<file path="src/rtl/mpf_vtp_port_arb_if.sv">
// mpf_vtp_port_arb_if: requester-side and service-side handshakes of the VTP port arbiter.
interface mpf_vtp_port_arb_if #(parameter int N_PORTS = 2, REQ_W = 64, RSP_W = 64);
  logic [N_PORTS-1:0] req_valid, req_ready, rsp_valid;
  logic [N_PORTS*REQ_W-1:0] req_data;
  logic [N_PORTS*RSP_W-1:0] rsp_data;
  logic svc_req_valid, svc_req_ready, svc_rsp_valid;
  logic [REQ_W-1:0] svc_req_data;
  logic [RSP_W-1:0] svc_rsp_data;
  modport master(
    input req_valid, req_data, svc_req_ready, svc_rsp_valid, svc_rsp_data,
    output req_ready, rsp_valid, rsp_data, svc_req_valid, svc_req_data
  );
  modport slave(
    output req_valid, req_data, svc_req_ready, svc_rsp_valid, svc_rsp_data,
    input req_ready, rsp_valid, rsp_data, svc_req_valid, svc_req_data
  );
endinterface

</file>
<file path="src/rtl/mpf_vtp_port_arb.sv">
// mpf_vtp_port_arb: round-robin sharing of one in-order VTP translation service among N_PORTS requesters.
module mpf_vtp_port_arb #(
  parameter int N_PORTS = 2,
  parameter int REQ_W = 64,
  parameter int RSP_W = 64,
  parameter int MAX_OUTSTANDING = 8
)(
  input  logic clk,
  input  logic reset,
  mpf_vtp_port_arb_if.master bus,
  output logic [$clog2(MAX_OUTSTANDING):0] outstanding,
  output logic err_unexpected_rsp
);
  localparam int PW = N_PORTS > 1 ? $clog2(N_PORTS) : 1;
  localparam int AW = $clog2(MAX_OUTSTANDING);
  localparam int CW = AW + 1;
  localparam logic [CW-1:0] FULL = CW'(MAX_OUTSTANDING);
  logic [PW-1:0] ptr_q, ptr_d, gnt_idx, head;
  logic [PW-1:0] tag_q [MAX_OUTSTANDING];
  logic [PW-1:0] tag_d [MAX_OUTSTANDING];
  logic [AW-1:0] wr_q, wr_d, rd_q, rd_d;
  logic [CW-1:0] cnt_q, cnt_d;
  logic svc_valid_q, svc_valid_d, err_q, err_d, grant, pop;
  logic [REQ_W-1:0] svc_data_q, svc_data_d;
  logic [N_PORTS-1:0] rsp_valid_q, rsp_valid_d, ready;
  logic [N_PORTS*RSP_W-1:0] rsp_data_q, rsp_data_d;
  // Limit uses the registered count so svc_rsp_valid never reaches req_ready combinationally.
  always_comb begin
    grant = 1'b0;
    gnt_idx = '0;
    ready = '0;
    if ((!svc_valid_q || bus.svc_req_ready) && cnt_q != FULL)
      for (int k = N_PORTS - 1; k >= 0; k--)
        if (bus.req_valid[(int'(ptr_q) + k) % N_PORTS]) begin
          grant = 1'b1;
          gnt_idx = PW'((int'(ptr_q) + k) % N_PORTS);
        end
    ready[gnt_idx] = grant;
  end
  assign pop = bus.svc_rsp_valid && cnt_q != '0;
  assign head = tag_q[rd_q];
  always_comb begin
    ptr_d = grant ? (int'(gnt_idx) == N_PORTS - 1 ? '0 : gnt_idx + PW'(1)) : ptr_q;
    svc_valid_d = grant || (svc_valid_q && !bus.svc_req_ready);
    svc_data_d = grant ? bus.req_data[int'(gnt_idx)*REQ_W +: REQ_W] : svc_data_q;
    tag_d = tag_q;
    if (grant) tag_d[wr_q] = gnt_idx;
    wr_d = grant ? wr_q + AW'(1) : wr_q;
    rd_d = pop ? rd_q + AW'(1) : rd_q;
    cnt_d = cnt_q + CW'(grant) - CW'(pop);
    err_d = err_q || (bus.svc_rsp_valid && !pop);
    rsp_valid_d = '0;
    rsp_data_d = rsp_data_q;
    if (pop) begin
      rsp_valid_d[head] = 1'b1;
      rsp_data_d[int'(head)*RSP_W +: RSP_W] = bus.svc_rsp_data;
    end
  end
  always_ff @(posedge clk or posedge reset) begin
    if (reset) begin
      ptr_q <= '0;
      tag_q <= '{default: '0};
      wr_q <= '0;
      rd_q <= '0;
      cnt_q <= '0;
      svc_valid_q <= 1'b0;
      svc_data_q <= '0;
      rsp_valid_q <= '0;
      rsp_data_q <= '0;
      err_q <= 1'b0;
    end else begin
      ptr_q <= ptr_d;
      tag_q <= tag_d;
      wr_q <= wr_d;
      rd_q <= rd_d;
      cnt_q <= cnt_d;
      svc_valid_q <= svc_valid_d;
      svc_data_q <= svc_data_d;
      rsp_valid_q <= rsp_valid_d;
      rsp_data_q <= rsp_data_d;
      err_q <= err_d;
    end
  end
  assign bus.req_ready = ready;
  assign bus.svc_req_valid = svc_valid_q;
  assign bus.svc_req_data = svc_data_q;
  assign bus.rsp_valid = rsp_valid_q;
  assign bus.rsp_data = rsp_data_q;
  assign outstanding = cnt_q;
  assign err_unexpected_rsp = err_q;
endmodule

</file>
<file path="src/flat_wrapper.sv">
// flat-port wrapper written by rule: the top's interface ports become plain ports
module mpf_vtp_port_arb_flat 
#(
  parameter int N_PORTS = 2,
  parameter int REQ_W = 64,
  parameter int RSP_W = 64,
  parameter int MAX_OUTSTANDING = 8
)
  (clk, reset, outstanding, err_unexpected_rsp, bus_req_valid, bus_req_data, bus_svc_req_ready, bus_svc_rsp_valid, bus_svc_rsp_data, bus_req_ready, bus_rsp_valid, bus_rsp_data, bus_svc_req_valid, bus_svc_req_data);
  mpf_vtp_port_arb_if #(.N_PORTS(N_PORTS), .REQ_W(REQ_W), .RSP_W(RSP_W)) bus_i ();
  input  logic clk;
  input  logic reset;
  output logic [$clog2(MAX_OUTSTANDING):0] outstanding;
  output logic err_unexpected_rsp;
  input wire logic [$bits(bus_i.req_valid)-1:0] bus_req_valid;
  input wire logic [$bits(bus_i.req_data)-1:0] bus_req_data;
  input wire logic [$bits(bus_i.svc_req_ready)-1:0] bus_svc_req_ready;
  input wire logic [$bits(bus_i.svc_rsp_valid)-1:0] bus_svc_rsp_valid;
  input wire logic [$bits(bus_i.svc_rsp_data)-1:0] bus_svc_rsp_data;
  output wire logic [$bits(bus_i.req_ready)-1:0] bus_req_ready;
  output wire logic [$bits(bus_i.rsp_valid)-1:0] bus_rsp_valid;
  output wire logic [$bits(bus_i.rsp_data)-1:0] bus_rsp_data;
  output wire logic [$bits(bus_i.svc_req_valid)-1:0] bus_svc_req_valid;
  output wire logic [$bits(bus_i.svc_req_data)-1:0] bus_svc_req_data;
  assign bus_i.req_valid = bus_req_valid;
  assign bus_i.req_data = bus_req_data;
  assign bus_i.svc_req_ready = bus_svc_req_ready;
  assign bus_i.svc_rsp_valid = bus_svc_rsp_valid;
  assign bus_i.svc_rsp_data = bus_svc_rsp_data;
  assign bus_req_ready = bus_i.req_ready;
  assign bus_rsp_valid = bus_i.rsp_valid;
  assign bus_rsp_data = bus_i.rsp_data;
  assign bus_svc_req_valid = bus_i.svc_req_valid;
  assign bus_svc_req_data = bus_i.svc_req_data;
  mpf_vtp_port_arb #(.N_PORTS(N_PORTS), .REQ_W(REQ_W), .RSP_W(RSP_W), .MAX_OUTSTANDING(MAX_OUTSTANDING)) u_core (.clk(clk), .reset(reset), .bus(bus_i), .outstanding(outstanding), .err_unexpected_rsp(err_unexpected_rsp));
endmodule
</file>
<file path="config.mk">
export PLATFORM = sky130hd
export DESIGN_NAME = mpf_vtp_port_arb_flat
export DESIGN_NICKNAME = d
export VERILOG_FILES = /design/src/rtl/mpf_vtp_port_arb_if.sv /design/src/rtl/mpf_vtp_port_arb.sv /design/src/flat_wrapper.sv
export SDC_FILE = /design/constraint.sdc
export NUM_CORES = 1
export LEC_CHECK = 0
export ABC_AREA = 1
export BUFFER_PORTS_ARGS = -buffer_cell sky130_fd_sc_hd__clkbuf_2
export CAP_MARGIN = 20
export CORE_AREA = 2 2 155 157
export CTS_CLUSTER_SIZE = 25
export DETAILED_ROUTE_END_ITERATION = 10
export DIE_AREA = 0 0 157 159
export GPL_ROUTABILITY_DRIVEN = 1
export PLACE_DENSITY_LB_ADDON = 0.25
export SLEW_MARGIN = 25
export SYNTH_ARGS = -nofsm -noshare
export SYNTH_HDL_FRONTEND = slang
export SYNTH_SLANG_ARGS = --single-unit
export TNS_END_PERCENT = 10
</file>
<file path="constraint.sdc">
create_clock -name clk -period 8.9 [get_ports clk]
set_clock_uncertainty 0.15 [all_clocks]
set_input_delay 0.89 -clock clk [delete_from_list [all_inputs] [get_ports clk]]
set_output_delay 0.89 -clock clk [all_outputs]
set_load 0.02 [all_outputs]
</file>
==> reports/results.ini, run 1 <==
[run_status]
status=finished, final reports clean

[clocking]
ctsHoldBuffers=0
cts.sinks=215
clk_pin_slew_worst_paths_ns=0.06
cts_made_buffers=24
cts_tree=yes
clk_path_buf_depth=3
cts_htree_levels=1
cts_resized=0
root_buffer=clkbuf_16
clk_latency_ns=0.51
postCtsSetupRepairBufs=0

[job]
cap_violations=0

[yosys]
synth.cell_area_um2=9270
synth_top_cell_by_area=dfrtp_1
seq_area_frac_synth_pct=58.0
synth_fa_ha_area_share_pct=1.30
avgSynthCellArea_um2=8.74
synthXorXnorAreaFrac_pct=0.567
yosysUniqueCellTypes=23
netlist_instances=1061
synth.mux.area_fraction_pct=0
synth_nets=1268
synthTopCellsByArea=dfrtp_1 (58%), nand2_1 (18%), nand3_1 (10%)
yosysTopAreaCellShare_pct=58.0
ys_warn_count=0
synth_compound_area_share_pct=0.985
synth_top_family_by_area=simple AND/OR/NAND/NOR gates
ys_ff_latch=215
yosys.area_share.simple_pct=33.2

[die]
dieArea_um2=25000
io_pins=400
dieHeight_um=159
initial_core_util_pct=40.0
die_x_um=157
num_rows=56
coreArea_um2=23200

[grt]
grt_pass1_wl_mm=45.1
grt_overflow=0
first_global_vias=8275
grt_use_total_pct=22.5
grt_antenna_before_repair=0
grt_start_max_net_pins=144

[worst_setup_path]
cp_data_arrival_time_ns=2.62
slowest_stage=buf_4
path_delay_family=buffers and inverters
max_stage_delay_ns=0.63
crit_path_end_kind=output pin
crit_buf_inv=4
cp-start-kind=flip-flop
cp_cell_sequence=inv_1 > ha_1 > nand3_1 > nand2_1 > nor2_4 > buf_4 > nand2_1 > inv_1 > clkbuf_2
worstPathMaxFanout=72
crit_type=flip-flop to output pin
crit_required_ns=7.86

[final_layout]
final_cell_count_no_fill=1754
syn2layout_area_growth_pct=31.8
nets=1626
fillers=2237
diodes=0
drive_gt1_share_pct=32.3

[pwr]
power.static_leakage_nw=6.85
finalPower_mw=5.21
powerDensity_nw_per_um2=427
irDropWorstVdd_v=0.000202

[placed_design]
hpwlAfterDp_mm=19.6
gp_congestion=0.800
place_worst_setup_slack_ns=5.37
placed_cells=1712
io_buffers=399

[sta]
tns_ns=0
slew_viol_final=0
worst_pin_slew_ns=0.834
finalHoldViolations=0
setup_viol=0
slew_headroom_pct=44.4
post-route-min-period_ns=3.66
post-route-period-util_pct=41.2
rsz0062_at_grt=false
fmax_ghz=0.273
fin_hold_ws_ns=0.286
worst_slack_ns=5.24

[min_path]
holdCritPathClass=primary input to async pin

[route]
ant_nets=0
drt_pass1_iterations=5
drt_iter0_drc=503
vias=8674
viasPerCell=4.95
wl_per_cell_um=16.4
route.detailed.drc=0
wl_mm=28.7

==> final timing paths <==
check                      slack [ns]                     endpoint  cells after the start                startpoint
setup reg to reg                 5.77      u_core.bus.rsp_data[98]                      9     u_core.outstanding[2]
hold / removal                   0.29     u_core.bus.rsp_data[117]                      2                     reset
hold reg to reg                  0.32     u_core.bus.rsp_data[122]                      2  u_core.bus.rsp_data[122]
setup / recovery                 5.24             bus_req_ready[0]                      9     u_core.outstanding[2]
max in group asynchronous        7.03  u_core.bus.svc_req_data[38]                      3                     reset
min in group clk                 0.32     u_core.bus.rsp_data[122]                      2  u_core.bus.rsp_data[122]
==> cells in the final DEF (no fill, tap or decap), drive strengths merged <==
cell and n:
xnor2 1, inv 29, nand3 193, o21ai 11, bufinv 3, nand4 64
nor2 6, fa 1, clkbuf 435, ha 8, a21oi 1, dfrtp 215
xor2 5, nand2 446, clkinv 3, buf 11, a31oi 1, clkinvlp 1
a41o 1
==> cells in the mapped netlist, drive strengths merged <==
| master | n |
|---|---|
| dfrtp | 215 |
| o21ai | 11 |
| xor2 | 5 |
| nand3 | 193 |
| buf | 60 |
| xnor2 | 1 |
| ha | 8 |
| clkbuf | 18 |
| a41o | 1 |
| nand2 | 446 |
| fa | 1 |
| inv | 30 |
| a21oi | 1 |
| a31oi | 1 |
| nor2 | 6 |
| nand4 | 64 |
==> per-layer routing <==
metal	global-route usage, %	share of wire (%)
met2	36.0	47
met4	6.63	2.8
met3	5.36	8.4
met5	0	0
met1	30.4	42
==> flip-flops by register name, indices dropped and copies added, names as in the netlist <==
register,flops
u_core.bus.rsp_valid,2
u_core.outstanding,4
u_core.tag_q,8
u_core.err_unexpected_rsp,1
u_core.bus.rsp_data,128
u_core.rd_q,3
u_core.bus.svc_req_data,64
u_core.bus.svc_req_valid,1
u_core.ptr_q,1
u_core.wr_q,3
==> final cells by class <==
| type | instances | area [um2] | area share, % |
|---|---|---|---|
| clock buffer | 36 | 747 | 6.12 |
| clock inverter | 6 | 115 | 0.942 |
| inverter | 30 | 128 | 1.04 |
| multi-input combinational | 738 | 3360 | 27.5 |
| sequential | 215 | 5380 | 44.0 |
| tap | 319 | 399 | 3.27 |
| timing repair buffer | 410 | 2080 | 17.1 |
==> power breakdown <==
group	internal (mW)	total (mW)	switching [mW]
clock	0.664	1.06	0.395
combinational	0.699	2.41	1.71
sequential	1.45	1.74	0.285
total	2.82	5.21	2.39
==> logic make-up (layout without fill, tap and decap cells) <==
| kind of cell | Yosys count | after routing |
|---|---|---|
| adders and majority gates | 9 | 9 |
| xor gates and xnor gates | 6 | 6 |
| DFF | 215 | 215 |
| AOI/OAI and AO/OA | 14 | 14 |
| and+or+nand+nor | 709 | 709 |
| buffers and inverters | 108 | 482 |
==> stage by stage <==
stage               util (%)  area (um2)
floorplan                  -        9270
global placement        48.9       11300
detailed placement      48.9       11300
CTS                     52.6       12200
global route            52.7       12200
finish                  52.7       12200
Power figures use the tool's default switching activity.
==> inputs of run 2 (changes only) <==
- clock period: 8.9 -> 3.55 ns (I/O delays scaled with it)
==> reports/results.ini, run 2 (synthesis gave the netlist of run 1 again) <==
[grt]
grt_use_total_pct=25.2
top_usage_layer=met2
met1_usage_pct=31.9
met2_usage_pct=41.2
grt_overflow=0
grt_util_met3_pct=5.93
first_global_vias=9540
grt_pass1_wl_mm=50.7
grt_start_max_net_pins=126
grt_antenna_before_repair=1

[sta]
fmax_ghz=0.348
setup_viol=0
post-route-min-period_ns=2.88
finalHoldViolations=0
tns_ns=0
slew_headroom_pct=46.2
worst_pin_slew_ns=0.808
slew_viol_final=0
rsz0062_at_grt=false
post-route-period-util_pct=81.0
fin_hold_ws_ns=0.189

[final_layout]
multi_input_area_um2=3360
fillers=1948
regArea_um2=5380
syn2layout_area_growth_pct=52.8
drive_gt1_share_pct=28.6
final_cell_count_no_fill=1954
mostFrequentLayoutCells=nand2_1 (444), clkbuf_2 (399), dfrtp_1 (215), dlygate4sd3_1 (195), nand3_1 (190)
nets=1824
final_area_um2=14200
layout_commonest_cell=nand2_1
largest_reg_flops=128

[worst_setup_path]
rr_worst_depth=12
crit_end=u_core.bus.svc_req_data[5]
cp-start-kind=flip-flop
crit_type=flip-flop to flip-flop
worstPathMaxFanout=63
cp_data_arrival_time_ns=3.18
timing.rr.end=u_core.bus.svc_req_data[5]
crit_path_end_kind=flip-flop
r2r_setup_slack_ns=0.67
crit_start=u_core.outstanding[2]
crit_required_ns=3.85
r2r_start=u_core.outstanding[2]

[route]
wl_per_cell_um=16.6
drt_pass1_iterations=7
route.detailed.drc=0
viasPerCell=4.97
ant_nets=0
vias=9716
drt_iter0_drc=661
wl_mm=32.4

[clocking]
clk_path_buf_depth=3
clk_latency_ns=0.53
ctsHoldBuffers=195
cts_tree=yes
clk_pin_slew_worst_paths_ns=0.06
root_buffer=clkbuf_16
cts.sinks=215
cts_htree_levels=1
postCtsSetupRepairBufs=0
cts_made_buffers=24
cts_resized=0

[die]
io_pins=400
initial_core_util_pct=40.0
dieArea_um2=25000
dieHeight_um=159
num_rows=56
coreArea_um2=23200
die_x_um=157

[placed_design]
gp_congestion=0.815
placed_cells=1715
placed_area_um2=11400
io_buffers=399
hpwlAfterDp_mm=19.5

[pwr]
irDropWorstVdd_v=0.000598
powerDensity_nw_per_um2=965
power.static_leakage_nw=7.69

[job]
cap_violations=0

[run_status]
status=finished, final reports clean

[min_path]
holdCritPathClass=primary input to flip-flop

## run 2: cell count changes in the layout (fill, tap and decap cells not counted)
cell,change
clkinv_4,+1
diode_2,+1
buf_12,+3
dlygate4sd3_1,+195
buf_6,-1
buf_4,+1
clkinv_2,+7
clkbuf_8,-6
clkbuf_16,-1
## run 2: worst max-delay path: stages (launching register included)
cell           delay (ns)
dfrtp_1              0.37
inv_1                0.10
ha_1                 0.16
nand3_1              0.09
nand2_1              0.20
nor2_4               0.05
inv_2                0.18
buf_4                0.56
nand2_1              0.14
nand2_1              0.10
dlygate4sd3_1        0.55
nand2_1              0.06
nand2_1              0.07
## run 2: worst min-delay path by stage
stage,start,end,cells past startpoint
final,bus_req_valid[1],u_core.outstanding[0],4
after global routing,bus_req_valid[1],u_core.outstanding[0],4
after CTS,bus_req_valid[0],u_core.outstanding[0],4
after detailed placement,u_core.bus.rsp_data[91],u_core.bus.rsp_data[91],2
after global placement,u_core.ptr_q,u_core.ptr_q,2
after floorplan,u_core.ptr_q,u_core.ptr_q,2
## run 2: layer usage
metal,wire length [um],up-vias
li1,-,4584
met1,12700,4583
met2,15400,463
met3,2900,86
met4,1340,0
met5,0,-
## run 2: per-stage QoR
step           worst slack, ns  power (mW)  util [%]
6_report                 0.674        13.7      61.1
5_1_grt                  0.489        14.6      61.1
4_1_cts                  0.678        13.7      61.0
3_5_place_dp              1.06        10.6      49.2
3_3_place_gp              1.05        10.4      49.1
2_1_floorplan            0.247        8.45         -
## run 2: where the power goes
group / leakage, nW / internal (mW) / switching, mW
registers: 2.63 / 3.64 / 0.705
logic: 4.65 / 2.26 / 4.52
clock network: 0.403 / 1.51 / 1.02
total: 7.69 / 7.41 / 6.25
## run 2: layout make-up
| cell class | count | area share, % |
|---|---|---|
| sequential | 215 | 38.0 |
| multi-input combinational | 738 | 23.7 |
| clock buffer | 29 | 4.51 |
| tap | 319 | 2.82 |
| antenna | 1 | 0.0177 |
| inverter | 30 | 0.839 |
| timing repair buffer | 608 | 28.9 |
| clock inverter | 14 | 1.18 |
==> inputs of run 3 (changes only) <==
- clock period: 3.55 -> 2.75 ns (I/O delays scaled with it)
==> reports/results.ini, run 3 (synthesis gave the netlist of run 1 again) <==
[grt]
grt_antenna_before_repair=1
grt_overflow=0
grt_start_max_net_pins=135
grt_pass1_wl_mm=51.9
grt_use_total_pct=25.7
first_global_vias=9682

[final_layout]
largest_reg_flops=128
final_core_util_pct=61.7
syn2layout_area_growth_pct=54.3
mostFrequentLayoutCells=nand2_1 (444), clkbuf_2 (399), dfrtp_1 (215), dlygate4sd3_1 (195), nand3_1 (190)
nets=1827
drive_gt1_share_pct=28.7
layout_commonest_cell=nand2_1

[worst_setup_path]
cp_data_arrival_time_ns=2.21
cp_cell_sequence=inv_1 > ha_1 > nand3_1 > nand2_1 > nor2_4 > buf_12 > nand2_1 > inv_1 > clkbuf_2
slowest_stage=dfrtp_1
cp-start-kind=flip-flop
crit_type=flip-flop to output pin
crit_path_end_kind=output pin
path_delay_family=simple AND/OR/NAND/NOR gates
crit_buf_inv=4
worstPathMaxFanout=39
max_stage_delay_ns=0.34
crit_required_ns=2.33

[clocking]
cts_htree_levels=1
clk_latency_ns=0.51
clk_pin_slew_worst_paths_ns=0.06
cts_tree=yes
cts.sinks=215
clk_path_buf_depth=3
cts_made_buffers=24
root_buffer=clkbuf_16

[sta]
rsz0062_at_grt=true
post-route-period-util_pct=95.7
worst_pin_slew_ns=0.696
slew_headroom_pct=53.6
post-route-min-period_ns=2.63
slew_viol_final=0
fmax_ghz=0.380
setup_viol=0
finalHoldViolations=0

[route]
drt_iter0_drc=708
vias=9800
ant_nets=0
drt_pass1_iterations=8
wl_mm=33.5
route.detailed.drc=0
wl_per_cell_um=17.1
viasPerCell=5.01

[die]
dieHeight_um=159
die_x_um=157
initial_core_util_pct=40.0
num_rows=56
dieArea_um2=25000
io_pins=400
coreArea_um2=23200

[placed_design]
gp_congestion=0.806
hpwlAfterDp_mm=19.5
io_buffers=399

[pwr]
power.static_leakage_nw=7.75
irDropWorstVdd_v=0.000565
powerDensity_nw_per_um2=1250
finalPower_mw=17.9

[run_status]
status=finished, final reports clean

[min_path]
holdCritPathClass=primary input to flip-flop

[job]
cap_violations=0

-- run 3: metrics by stage --
step / instance area (um2) / hold slack, ns / TNS (ns) / instances / worst slack (ns)
after global placement: 11400 / 0.301 / 0 / 1715 / 0.503
after floorplan: 9270 / 0.258 / -101.73 / 1061 / -0.473
after global routing: 14300 / 0.152 / -0.105 / 1958 / -0.0376
final: 14300 / 0.107 / 0 / 1958 / 0.118
after CTS: 14300 / 0.126 / 0 / 1954 / 0.0151
after detailed placement: 11400 / 0.308 / 0 / 1715 / 0.455
-- run 3: cell type report --
type                       instances  area [um2]
fill                            1960        8890
sequential                       215        5380
timing repair buffer             611        4190
multi-input combinational        738        3360
clock buffer                      36         737
tap                              319         399
inverter                          30         119
clock inverter                     8         118
antenna                            1        2.50
-- run 3: what timing repair did --
action                                 in CTS  in global routing
endpoints found under the hold margin     409                  0
hold buffers                              195                  0
setup endpoints to repair                   0                 53
setup buffers                               0                  2
gates resized for setup                     0                  1
-- run 3: final timing paths --
path	start	end	slack [ns]	depth (start not counted)
setup reg to reg	u_core.outstanding[2]	u_core.bus.svc_req_data[41]	0.14	9
max in group asynchronous	reset	u_core.bus.svc_req_data[55]	1.54	4
setup / recovery	u_core.outstanding[2]	bus_req_ready[0]	0.12	9
hold reg to reg	u_core.bus.rsp_data[96]	u_core.bus.rsp_data[96]	0.32	2
min in group asynchronous	reset	u_core.bus.rsp_data[2]	0.35	4
hold / removal	bus_req_valid[1]	u_core.ptr_q	0.11	6
-- run 3: layer usage --
| metal | GRT usage (%) | share of wire, % | up-vias |
|---|---|---|---|
| met3 | 5.88 | 9.0 | 77 |
| met2 | 42.7 | 48 | 490 |
| met4 | 10.4 | 3.9 | 0 |
| met1 | 32.3 | 39 | 4646 |
| met5 | 0 | 0 | - |
| li1 | - | - | 4587 |
-- run 3: power breakdown --
group | internal (mW) | switching (mW)
Clock | 2.13 | 1.32
Combinational | 2.98 | 5.90
Sequential | 4.70 | 0.915
Total | 9.80 | 8.13
-- run 3: worst min-delay path, stage by stage --
cell      delay [ns]
clkbuf_2        0.09
o21ai_0         0.14
nor2_4          0.06
inv_2           0.06
nand2_1         0.06
nand2_1         0.06
